## src/rtl/route_alloc_ctrl_pkg.sv

```systemverilog
// route_alloc_ctrl_pkg
// Shared constants and types for the route allocator slice.
//   RA_CHANNEL_NUM / RA_CAPACITOR_NUM : default channel and slot counts
//   RA_CH_W / RA_CAP_W                : derived index widths
//   ra_state_e                        : allocator FSM state encoding
package route_alloc_ctrl_pkg;

  localparam int RA_CHANNEL_NUM   = 8;
  localparam int RA_CAPACITOR_NUM = 16;
  localparam int RA_CH_W          = $clog2(RA_CHANNEL_NUM);
  localparam int RA_CAP_W         = $clog2(RA_CAPACITOR_NUM);

  typedef enum logic [1:0] {
    RA_IDLE  = 2'd0,
    RA_SCAN  = 2'd1,
    RA_ISSUE = 2'd2,
    RA_DONE  = 2'd3
  } ra_state_e;

endpackage

```

## src/rtl/route_alloc_ctrl_if.sv

```systemverilog
// route_alloc_ctrl_if
// Bundles the control, request and binding handshake signals of the route
// allocator.
//   slave  : the allocator side (takes start/abort/requests/map_ready,
//            drives the binding, status and result signals)
//   master : the controller/consumer side, the mirror image of slave
interface route_alloc_ctrl_if
  import route_alloc_ctrl_pkg::*;
#(
  parameter int CHANNEL_NUM   = RA_CHANNEL_NUM,
  parameter int CAPACITOR_NUM = RA_CAPACITOR_NUM,
  parameter int CH_W          = $clog2(CHANNEL_NUM),
  parameter int CAP_W         = $clog2(CAPACITOR_NUM)
);

  logic                     start;
  logic                     abort;
  logic [CHANNEL_NUM-1:0]   chan_req;
  logic [CAPACITOR_NUM-1:0] cap_avail;
  logic                     map_valid;
  logic                     map_ready;
  logic [CH_W-1:0]          map_chan;
  logic [CAP_W-1:0]         map_cap;
  logic                     busy;
  logic                     done;
  logic [CAPACITOR_NUM-1:0] cap_used;
  logic [CHANNEL_NUM-1:0]   unserved;
  logic                     overflow;

  modport slave (
    input  start, abort, chan_req, cap_avail, map_ready,
    output map_valid, map_chan, map_cap, busy, done, cap_used, unserved,
           overflow
  );

  modport master (
    output start, abort, chan_req, cap_avail, map_ready,
    input  map_valid, map_chan, map_cap, busy, done, cap_used, unserved,
           overflow
  );

endinterface

```

## src/rtl/route_alloc_ctrl_lsb_first_enc.sv

```systemverilog
// lsb_first_enc
// Priority encoder that reports the index of the lowest set bit.
//   vec   : input bit vector (WIDTH bits)
//   idx   : index of the lowest set bit, 0 when none is set
//   found : 1 when any bit of vec is set
module lsb_first_enc #(
  parameter int WIDTH = 8,
  parameter int IDX_W = (WIDTH > 1) ? $clog2(WIDTH) : 1
) (
  input  logic [WIDTH-1:0] vec,
  output logic [IDX_W-1:0] idx,
  output logic             found
);

  // Walk from the top bit down so the last hit written is the lowest index,
  // which gives the lowest-index-wins priority the distributor fills in.
  always_comb begin
    idx   = '0;
    found = 1'b0;
    for (int i = WIDTH - 1; i >= 0; i--) begin
      if (vec[i]) begin
        idx   = IDX_W'(i);
        found = 1'b1;
      end
    end
  end

endmodule

```

## src/rtl/route_alloc_ctrl.sv

```systemverilog
// route_alloc_ctrl
// Binds requesting input channels to free sampling-capacitor slots, one
// (channel, capacitor) pair per valid/ready handshake, lowest pending channel
// to lowest free slot.
//   clk   : system clock, rising edge
//   rst_n : asynchronous active-low reset
//   bus   : route_alloc_ctrl_if.slave
//           start/abort      pass control (start honoured only in IDLE)
//           chan_req/cap_avail  captured on an accepted start
//           map_valid/map_ready/map_chan/map_cap  binding handshake
//           busy/done        status (done pulses on normal completion)
//           cap_used         slots bound in the current or last pass
//           unserved/overflow  requests left unbound by the last pass
module route_alloc_ctrl
  import route_alloc_ctrl_pkg::*;
#(
  parameter int CHANNEL_NUM   = RA_CHANNEL_NUM,
  parameter int CAPACITOR_NUM = RA_CAPACITOR_NUM,
  parameter int CH_W          = $clog2(CHANNEL_NUM),
  parameter int CAP_W         = $clog2(CAPACITOR_NUM)
) (
  input logic              clk,
  input logic              rst_n,
  route_alloc_ctrl_if.slave bus
);

  ra_state_e                state_q, state_d;
  logic [CHANNEL_NUM-1:0]   req_q, req_d;
  logic [CAPACITOR_NUM-1:0] avail_q, avail_d;
  logic                     map_valid_q, map_valid_d;
  logic [CH_W-1:0]          map_chan_q, map_chan_d;
  logic [CAP_W-1:0]         map_cap_q, map_cap_d;
  logic                     busy_q, busy_d;
  logic                     done_q, done_d;
  logic [CAPACITOR_NUM-1:0] cap_used_q, cap_used_d;
  logic [CHANNEL_NUM-1:0]   unserved_q, unserved_d;
  logic                     overflow_q, overflow_d;

  logic [CH_W-1:0]          req_idx;
  logic [CAP_W-1:0]         avail_idx;
  logic                     req_found;
  logic                     avail_found;

  lsb_first_enc #(
    .WIDTH (CHANNEL_NUM),
    .IDX_W (CH_W)
  ) u_chan_enc (
    .vec   (req_q),
    .idx   (req_idx),
    .found (req_found)
  );

  lsb_first_enc #(
    .WIDTH (CAPACITOR_NUM),
    .IDX_W (CAP_W)
  ) u_cap_enc (
    .vec   (avail_q),
    .idx   (avail_idx),
    .found (avail_found)
  );

  // State register. Reset drops any binding in flight and returns to IDLE.
  always_ff @(posedge clk or negedge rst_n) begin
    if (!rst_n) begin
      state_q <= RA_IDLE;
    end else begin
      state_q <= state_d;
    end
  end

  // Next-state logic. Abort overrides everything, including a start in IDLE
  // and a handshake completing in ISSUE.
  always_comb begin
    state_d = state_q;
    unique case (state_q)
      RA_IDLE: begin
        if (bus.start && !bus.abort) begin
          state_d = RA_SCAN;
        end
      end
      RA_SCAN: begin
        if (bus.abort) begin
          state_d = RA_IDLE;
        end else if (!req_found || !avail_found) begin
          state_d = RA_DONE;
        end else begin
          state_d = RA_ISSUE;
        end
      end
      RA_ISSUE: begin
        if (bus.abort) begin
          state_d = RA_IDLE;
        end else if (bus.map_ready) begin
          state_d = RA_SCAN;
        end
      end
      RA_DONE: begin
        state_d = RA_IDLE;
      end
      default: begin
        state_d = RA_IDLE;
      end
    endcase
  end

  // Output/datapath logic. Every output is computed one cycle ahead from the
  // next state so that all ports come straight from flops.
  always_comb begin
    req_d       = req_q;
    avail_d     = avail_q;
    map_valid_d = map_valid_q;
    map_chan_d  = map_chan_q;
    map_cap_d   = map_cap_q;
    cap_used_d  = cap_used_q;
    unserved_d  = unserved_q;
    overflow_d  = overflow_q;
    busy_d      = (state_d != RA_IDLE);
    done_d      = (state_d == RA_DONE);

    if (state_q == RA_IDLE && state_d == RA_SCAN) begin
      req_d      = bus.chan_req;
      avail_d    = bus.cap_avail;
      cap_used_d = '0;
    end

    if (state_q == RA_SCAN && state_d == RA_ISSUE) begin
      map_chan_d  = req_idx;
      map_cap_d   = avail_idx;
      map_valid_d = 1'b1;
    end

    // Leftover requests are latched only on a normal finish, so an aborted
    // pass leaves the previous result visible.
    if (state_q == RA_SCAN && state_d == RA_DONE) begin
      unserved_d = req_q;
      overflow_d = |req_q;
    end

    if (state_q == RA_ISSUE && state_d == RA_SCAN) begin
      req_d       = req_q & ~(CHANNEL_NUM'(1) << map_chan_q);
      avail_d     = avail_q & ~(CAPACITOR_NUM'(1) << map_cap_q);
      cap_used_d  = cap_used_q | (CAPACITOR_NUM'(1) << map_cap_q);
      map_valid_d = 1'b0;
    end

    if (state_d == RA_IDLE) begin
      map_valid_d = 1'b0;
    end
  end

  // Datapath and output registers.
  always_ff @(posedge clk or negedge rst_n) begin
    if (!rst_n) begin
      req_q       <= '0;
      avail_q     <= '0;
      map_valid_q <= 1'b0;
      map_chan_q  <= '0;
      map_cap_q   <= '0;
      busy_q      <= 1'b0;
      done_q      <= 1'b0;
      cap_used_q  <= '0;
      unserved_q  <= '0;
      overflow_q  <= 1'b0;
    end else begin
      req_q       <= req_d;
      avail_q     <= avail_d;
      map_valid_q <= map_valid_d;
      map_chan_q  <= map_chan_d;
      map_cap_q   <= map_cap_d;
      busy_q      <= busy_d;
      done_q      <= done_d;
      cap_used_q  <= cap_used_d;
      unserved_q  <= unserved_d;
      overflow_q  <= overflow_d;
    end
  end

  assign bus.map_valid = map_valid_q;
  assign bus.map_chan  = map_chan_q;
  assign bus.map_cap   = map_cap_q;
  assign bus.busy      = busy_q;
  assign bus.done      = done_q;
  assign bus.cap_used  = cap_used_q;
  assign bus.unserved  = unserved_q;
  assign bus.overflow  = overflow_q;

endmodule

```

## src/flat_wrapper.sv

```systemverilog
// flat-port wrapper written by rule: the top's interface ports become plain ports
module route_alloc_ctrl_flat import route_alloc_ctrl_pkg::*;
#(
  parameter int CHANNEL_NUM   = RA_CHANNEL_NUM,
  parameter int CAPACITOR_NUM = RA_CAPACITOR_NUM,
  parameter int CH_W          = $clog2(CHANNEL_NUM),
  parameter int CAP_W         = $clog2(CAPACITOR_NUM)
)
  (clk, rst_n, bus_start, bus_abort, bus_chan_req, bus_cap_avail, bus_map_ready, bus_map_valid, bus_map_chan, bus_map_cap, bus_busy, bus_done, bus_cap_used, bus_unserved, bus_overflow);
  route_alloc_ctrl_if #(.CHANNEL_NUM(CHANNEL_NUM), .CAPACITOR_NUM(CAPACITOR_NUM), .CH_W(CH_W), .CAP_W(CAP_W)) bus_i ();
  input logic clk;
  input logic rst_n;
  input wire logic [$bits(bus_i.start)-1:0] bus_start;
  input wire logic [$bits(bus_i.abort)-1:0] bus_abort;
  input wire logic [$bits(bus_i.chan_req)-1:0] bus_chan_req;
  input wire logic [$bits(bus_i.cap_avail)-1:0] bus_cap_avail;
  input wire logic [$bits(bus_i.map_ready)-1:0] bus_map_ready;
  output wire logic [$bits(bus_i.map_valid)-1:0] bus_map_valid;
  output wire logic [$bits(bus_i.map_chan)-1:0] bus_map_chan;
  output wire logic [$bits(bus_i.map_cap)-1:0] bus_map_cap;
  output wire logic [$bits(bus_i.busy)-1:0] bus_busy;
  output wire logic [$bits(bus_i.done)-1:0] bus_done;
  output wire logic [$bits(bus_i.cap_used)-1:0] bus_cap_used;
  output wire logic [$bits(bus_i.unserved)-1:0] bus_unserved;
  output wire logic [$bits(bus_i.overflow)-1:0] bus_overflow;
  assign bus_i.start = bus_start;
  assign bus_i.abort = bus_abort;
  assign bus_i.chan_req = bus_chan_req;
  assign bus_i.cap_avail = bus_cap_avail;
  assign bus_i.map_ready = bus_map_ready;
  assign bus_map_valid = bus_i.map_valid;
  assign bus_map_chan = bus_i.map_chan;
  assign bus_map_cap = bus_i.map_cap;
  assign bus_busy = bus_i.busy;
  assign bus_done = bus_i.done;
  assign bus_cap_used = bus_i.cap_used;
  assign bus_unserved = bus_i.unserved;
  assign bus_overflow = bus_i.overflow;
  route_alloc_ctrl #(.CHANNEL_NUM(CHANNEL_NUM), .CAPACITOR_NUM(CAPACITOR_NUM), .CH_W(CH_W), .CAP_W(CAP_W)) u_core (.clk(clk), .rst_n(rst_n), .bus(bus_i));
endmodule
```

## config.mk

```make
export PLATFORM = sky130hd
export DESIGN_NAME = route_alloc_ctrl_flat
export DESIGN_NICKNAME = d
export VERILOG_FILES = /design/src/rtl/route_alloc_ctrl_pkg.sv /design/src/rtl/route_alloc_ctrl_if.sv /design/src/rtl/route_alloc_ctrl_lsb_first_enc.sv /design/src/rtl/route_alloc_ctrl.sv /design/src/flat_wrapper.sv
export SDC_FILE = /design/constraint.sdc
export NUM_CORES = 1
export LEC_CHECK = 0
export ABC_CLOCK_PERIOD_IN_PS = 2200
export CAP_MARGIN = 10
export CORE_ASPECT_RATIO = 1.75
export CORE_MARGIN = 4
export CORE_UTILIZATION = 23
export DETAILED_ROUTE_END_ITERATION = 10
export HOLD_SLACK_MARGIN = 0.12
export PLACE_DENSITY = 0.48
export SETUP_SLACK_MARGIN = 0.4
export SKIP_LAST_GASP = 1
export SYNTH_ARGS = -nofsm -noshare
export SYNTH_HDL_FRONTEND = slang
export SYNTH_SLANG_ARGS = --single-unit
```

## constraint.sdc

```tcl
create_clock -name clk -period 2.2 [get_ports clk]
set_clock_uncertainty 0.2 [all_clocks]
set_input_delay 0.22 -clock clk [delete_from_list [all_inputs] [get_ports clk]]
set_output_delay 0.22 -clock clk [all_outputs]
set_load 0.03 [all_outputs]
```

# Word-level counts from Yosys, hierarchy flattened
# Cells that the tools add are included.
[classes]
n_eq_ne = 6
n_shift = 2
n_mux = 63
n_bitwise = 5
n_reduce_logical = 15
[ops]
columns = ["cell", "n"]
rows = [
  ["16-bit two-way mux", 4],
  ["4-bit two-way mux", 16],
  ["1-bit two-way mux", 28],
  ["3-bit two-way mux", 8],
  ["16-bit bitwise AND", 1],
  ["8-bit two-way mux", 2],
  ["16-bit inverter", 1],
  ["16-bit bitwise OR", 1],
  ["1-bit by 4-bit << shifter with 16-bit output, first input constant", 1],
  ["8-bit bitwise AND", 1],
  ["2-bit == test, second input constant", 4],
  ["2-bit two-way mux", 4],
  ["8-bit inverter", 1],
  ["2-bit case mux with 4 select lines", 1],
  ["8-bit OR reduction", 1],
  ["1-bit by 3-bit << shifter with 8-bit output, first input constant", 1],
  ["1-bit logical AND", 5],
  ["2-bit by 1-bit == test with 1-bit output, second input constant", 2],
  ["2-bit logical NOT", 2],
  ["2-bit nonzero test", 2],
  ["1-bit logical NOT", 3],
  ["3-bit nonzero test", 1],
  ["1-bit logical OR", 1],
]
[totals]
ff_bits = 61
input_bits = 29
output_inout_bits = 35
wordCells = 102

# Depth between registers and ports, before layout
[logic_depth]
ltp_word = 26
mapped_depth = 5
mapped_depth_nobuf = 4

# Hierarchy
# From an unflattened synthesis, not the netlist that was laid out.
[hier_totals]
hier_cells = 260
area_unflattened_um2 = 2897.8
[modules_own_cells]
columns = ["mod", "n_inst", "cells_each", "area_each_um2", "seq_area_each_um2"]
rows = [
  ["route_alloc_ctrl", 1, 214, 2638.8, 1526.5],
  ["lsb_first_enc (u_core.u_cap_enc)", 1, 33, 178.9, 0.0],
  ["lsb_first_enc (u_core.u_chan_enc)", 1, 13, 80.1, 0.0],
]

# Least setup slack after synthesis
# OpenSTA, ideal clock, no wires.
[synth_timing]
kind = "register to register"
from = "register u_core.req_q[7]"
to = "register u_core.overflow_q (netlist: u_core.bus.overflow)"
setup_ns = 0.125
arrival_time_ns = 1.592
required_time_ns = 1.875
setup_slack_ns = 0.283
stages_incl_launch_ff = 6
path_buffers = 1
synth_period_minus_slack_ns = 1.917
cell_sequence = "dfrtp_1 > nor4_2 > nand2_1 > a21oi_2 > buf_6 > mux2_4"
[synth_via]
elab_chain_len = 15
word_cells_on_any_way = 16
classes_between = "eq/ne (1); mux (11); reduce/logical (4)"
[synth_lines]
columns = ["item", "line_no", "text"]
rows = [
  ["from (decl)", "route_alloc_ctrl.sv:28", "logic [CHANNEL_NUM-1:0] req_q, req_d;"],
  ["from (signal assigned)", "route_alloc_ctrl.sv:165", "req_q <= req_d;"],
  ["1-bit two-way mux (8 in series)", "route_alloc_ctrl_lsb_first_enc.sv:21", "if (vec[i]) begin"],
  ["1-bit logical NOT", "route_alloc_ctrl.sv:84", "end else if (!req_found || !avail_found) begin"],
  ["1-bit logical OR", "route_alloc_ctrl.sv:84", ""],
  ["1-bit two-way mux", "route_alloc_ctrl.sv:84", ""],
  ["2-bit two-way mux", "route_alloc_ctrl.sv:82", "if (bus.abort) begin"],
  ["2-bit case mux with 4 select lines", "route_alloc_ctrl.sv:75", "unique case (state_q)"],
  ["2-bit == test", "--", ""],
  ["named net u_core.done_d", "route_alloc_ctrl.sv:34", "logic done_q, done_d;"],
  ["1-bit logical AND", "route_alloc_ctrl.sv:134", "if (state_q == RA_SCAN && state_d == RA_DONE) begin"],
  ["to (signal assigned)", "route_alloc_ctrl.sv:174", "overflow_q <= overflow_d;"],
  ["to (decl)", "route_alloc_ctrl.sv:37", "logic overflow_q, overflow_d;"],
]
# The timed path passes the listed nets, and every way through them passes these cells.
# A chain may end at the register's enable or synchronous reset.

# Worst setup path after layout
[layout_timing]
from = "register u_core.avail_q[14]"
to = "register u_core.overflow_q (netlist: u_core.bus.overflow)"
[layout_via]
elab_chain_len = 22
[layout_lines]
columns = ["item", "line_no", "text"]
rows = [
  ["from (decl)", "route_alloc_ctrl.sv:29", "logic [CAPACITOR_NUM-1:0] avail_q, avail_d;"],
  ["from (signal assigned)", "route_alloc_ctrl.sv:166", "avail_q <= avail_d;"],
  ["1-bit two-way mux (15 in series)", "route_alloc_ctrl_lsb_first_enc.sv:21", ""],
  ["1-bit logical NOT", "route_alloc_ctrl.sv:84", ""],
  ["1-bit logical OR", "route_alloc_ctrl.sv:84", ""],
  ["1-bit two-way mux", "route_alloc_ctrl.sv:84", ""],
  ["2-bit two-way mux", "route_alloc_ctrl.sv:82", ""],
  ["2-bit case mux with 4 select lines", "route_alloc_ctrl.sv:75", ""],
  ["2-bit == test", "route_alloc_ctrl.sv:134", ""],
  ["1-bit logical AND", "route_alloc_ctrl.sv:134", ""],
]
# No other way between the ends.

==> results.sh <==
export IMPL_grt_pass1_vias=2614
export IMPL_gp_congestion=0.815
export IMPL_finalCritPeriodShare=0.881
export IMPL_syn_nets=285
export IMPL_seqCellArea_sq_mm=0.00153
export IMPL_drt_iter0_markers=52
export IMPL_mostFrequentLayoutCells="dfrtp_1 (56), nand2_1 (36), clkdlybuf4s50_1 (30), buf_4 (25), a21oi_1 (20)"
export IMPL_crit_slowest_cell="dfrtp_2"
export IMPL_synth_edf_count=0
export IMPL_stdcell_area_sq_mm=0.00437
export IMPL_worstReg2RegStart="u_core.avail_q[14]"
export IMPL_power_total_mw=4.31
export IMPL_tightest_slew_ns=0.417
export IMPL_insertedDiodeCount=0
export IMPL_area_delta_synth_final_pct=52.7
export IMPL_maxCapViolCount=0
export IMPL_switching_share=0.338
export IMPL_r2r_end="u_core.bus.overflow"
export IMPL_p_int_mw=2.85
export IMPL_numCtsBuffers=9
export IMPL_hpwl_microns=6240
export IMPL_synth_area_leaders="dfrtp_1 (53%), mux2_4 (4.7%), nand2_1 (4.7%)"
export IMPL_ant_nets=0
export IMPL_yosys_warnings=0
export IMPL_netlist_area_sq_mm=0.00286
export IMPL_synth_top_area_share=0.534
export IMPL_postPlaceCellArea_sq_mm=0.00386
export IMPL_p_comb_frac=0.294
export IMPL_max_stage_delay_ns=0.43
export IMPL_synth_top_area_cell="dfrtp_1"
export IMPL_fin_crit_ns=1.94
export IMPL_power_frac_clock=0.328
export IMPL_vias=2363
export IMPL_core_sq_mm=0.0121
export IMPL_grt_total_usage=0.126
export IMPL_path_class="reg2reg"
export IMPL_nets=381
export IMPL_fmax_mhz=516
export IMPL_start_kind="register"
export IMPL_preCtsSetupSlack_ns=-0.0220
export IMPL_crit_fanout=11
export IMPL_overflow=0
export IMPL_syn_area_per_cell_sq_um=11.2
export IMPL_synth_distinct_cells=50
export IMPL_status="complete, no violations"
export IMPL_crit_arrival_ns=1.95
export IMPL_n_fill_cell=1250
export IMPL_finalHoldViolCount=0
export IMPL_ir_drop_uv=409
export IMPL_grt_max_degree=62
export IMPL_setup_viol=0
export IMPL_layout_setup_ws_ns=0.261
export IMPL_port_buffers=63
export IMPL_clock_latency_ns=0.33
export IMPL_cts_sinks=61
export IMPL_synth_seq_cells=61
export IMPL_drc=0
export IMPL_final_max_slew_viol_count=0
export IMPL_ff2ff_setup_slack_ns=0.26
export IMPL_power_switching_mw=1.46
export IMPL_min_path_type="in2reg"
export IMPL_num_rows=53
export IMPL_whs_path_depth=2
export IMPL_final_common_cell="dfrtp_1"
export IMPL_io_pins=64
export IMPL_crit_chain="nor4_4 -> nand4_4 -> a21oi_4 -> buf_12 -> mux2_4"
export IMPL_syn_inst=256
export IMPL_crit_path_start="u_core.avail_q[14]"
export IMPL_synthFlopType="dfrtp_1"
export IMPL_antenna_found_initial=0
export IMPL_wire_per_inst_microns=16.4
export IMPL_die_y_microns=155
export IMPL_wl_microns=8570
export IMPL_drive_gt1_frac=0.244
export IMPL_cp_end_kind="register"
export IMPL_initial_utilization=0.237
export IMPL_cts_tree="yes"
export IMPL_vias_per_cell=4.53
export IMPL_p_leak_nw=2.27
export IMPL_postSynth_asyncResetShare=1.00
export IMPL_die_area_sq_mm=0.0143
export IMPL_cp_endpoint="u_core.bus.overflow"
export IMPL_slew_headroom=0.720
export IMPL_grt_pass1_wl_microns=13800
export IMPL_htreeDepth=3
export IMPL_pwr_share_seq=0.378
export IMPL_cts_root_buf="clkbuf_16"
export IMPL_worstRegToRegCells=5
export IMPL_multi_input_area_sq_mm=0.00136
export IMPL_cp_required_ns=2.21
export IMPL_path_clk_slew_ns=0.05
export IMPL_seq_area_frac_synth=0.534
export IMPL_fp_dieW_microns=92.3
export IMPL_rsz0062_at_grt="yes"
export IMPL_powerDensity_mw_per_mm2=988
export IMPL_clockBufferDepth=2
export IMPL_firstDrtPassIters=4
worst min path at each step:
stage / start / to
2_1_floorplan: rst_n / u_core.avail_q[0]
3_3_place_gp: rst_n / u_core.bus.cap_used[7]
3_5_place_dp: rst_n / u_core.bus.cap_used[1]
4_1_cts: bus_chan_req[1] / u_core.req_q[1]
5_1_grt: bus_abort / u_core.state_q[1]
6_report: bus_abort / u_core.state_q[1]
kinds of logic after synthesis:
group           share of synthesized area
compound gates                      0.161
buf+inv                            0.0210
flops                               0.534
mux                                0.0805
simple gates                        0.204
cell type report:
class                   count  area share
well taps                 165      0.0473
repair buffers             95       0.218
inverters                   3     0.00258
clock inverters             6      0.0140
flip-flops and latches     61       0.351
clock buffers              10      0.0547
multi-input cells         182       0.312
Yosys cell counts (2+ instances only):
cell / count
a21o_1: 8
a21oi_1: 20
a22o_1: 7
a32o_1: 2
a32oi_1: 2
buf_2: 3
clkbuf_1: 6
dfrtp_1: 61
inv_1: 3
mux2_2: 4
mux2_4: 9
mux2i_1: 5
nand2_1: 36
nand2b_1: 8
nand3_1: 3
nor2_1: 14
nor2b_1: 5
nor3_1: 7
nor4_2: 2
nor4_4: 4
o21ai_0: 15
o311ai_0: 2
or3_1: 3
registers in the layout (all words and copies together), names as in the netlist, 2 cells and up:
name                 flops
u_core.bus.unserved      8
u_core.bus.cap_used     16
u_core.req_q             8
u_core.bus.map_chan      3
u_core.avail_q          16
u_core.bus.map_cap       4
u_core.state_q           2
critical path, delay by kind of cell, from the launching register on:
family | cells | cell delay, ns
muxes | 1 | 0.30
AOI/OAI and AO/OA | 1 | 0.18
buffers and inverters | 1 | 0.16
and+or+nand+nor | 2 | 0.55
DFF | 1 | 0.43
layer usage:
metal,up-vias,GRT usage,routed length (microns)
li1,1124,-,-
met1,1155,0.126,3150
met2,66,0.238,4830
met3,18,0.0300,325
met4,0,0.0638,269
met5,-,0,0
stage by stage:
| stage | hold WS, ns | util | setup TNS (ns) | std cells |
|---|---|---|---|---|
| 3_3_place_gp | 0.0577 | 0.320 | 0 | 493 |
| 6_report | 0.130 | 0.362 | 0 | 522 |
| 3_5_place_dp | 0.0654 | 0.320 | -0.141 | 493 |
| 2_1_floorplan | -0.276 | - | 0 | 256 |
| 4_1_cts | 0.223 | 0.349 | 0 | 515 |
| 5_1_grt | 0.149 | 0.362 | 0 | 522 |
power by group through the flow:
stage	clock, mW	combinational [mW]	sequential, mW
5_1_grt	1.49	1.38	1.67
6_report	1.42	1.27	1.63
3_5_place_dp	0	1.24	1.65
4_1_cts	1.45	1.23	1.63
2_1_floorplan	0	0.496	1.80
3_3_place_gp	0	1.22	1.65
timing repair:
item / CTS / global route
cloned: 0 / 0
pin swaps: 3 / 6
hold endpoints to repair: 61 / 0
hold buffers: 1 / 0
buffers inserted: 5 / 7
setup endpoints to repair: 36 / 57
resized for setup: 21 / 33
Power figures use the tool's default switching activity.
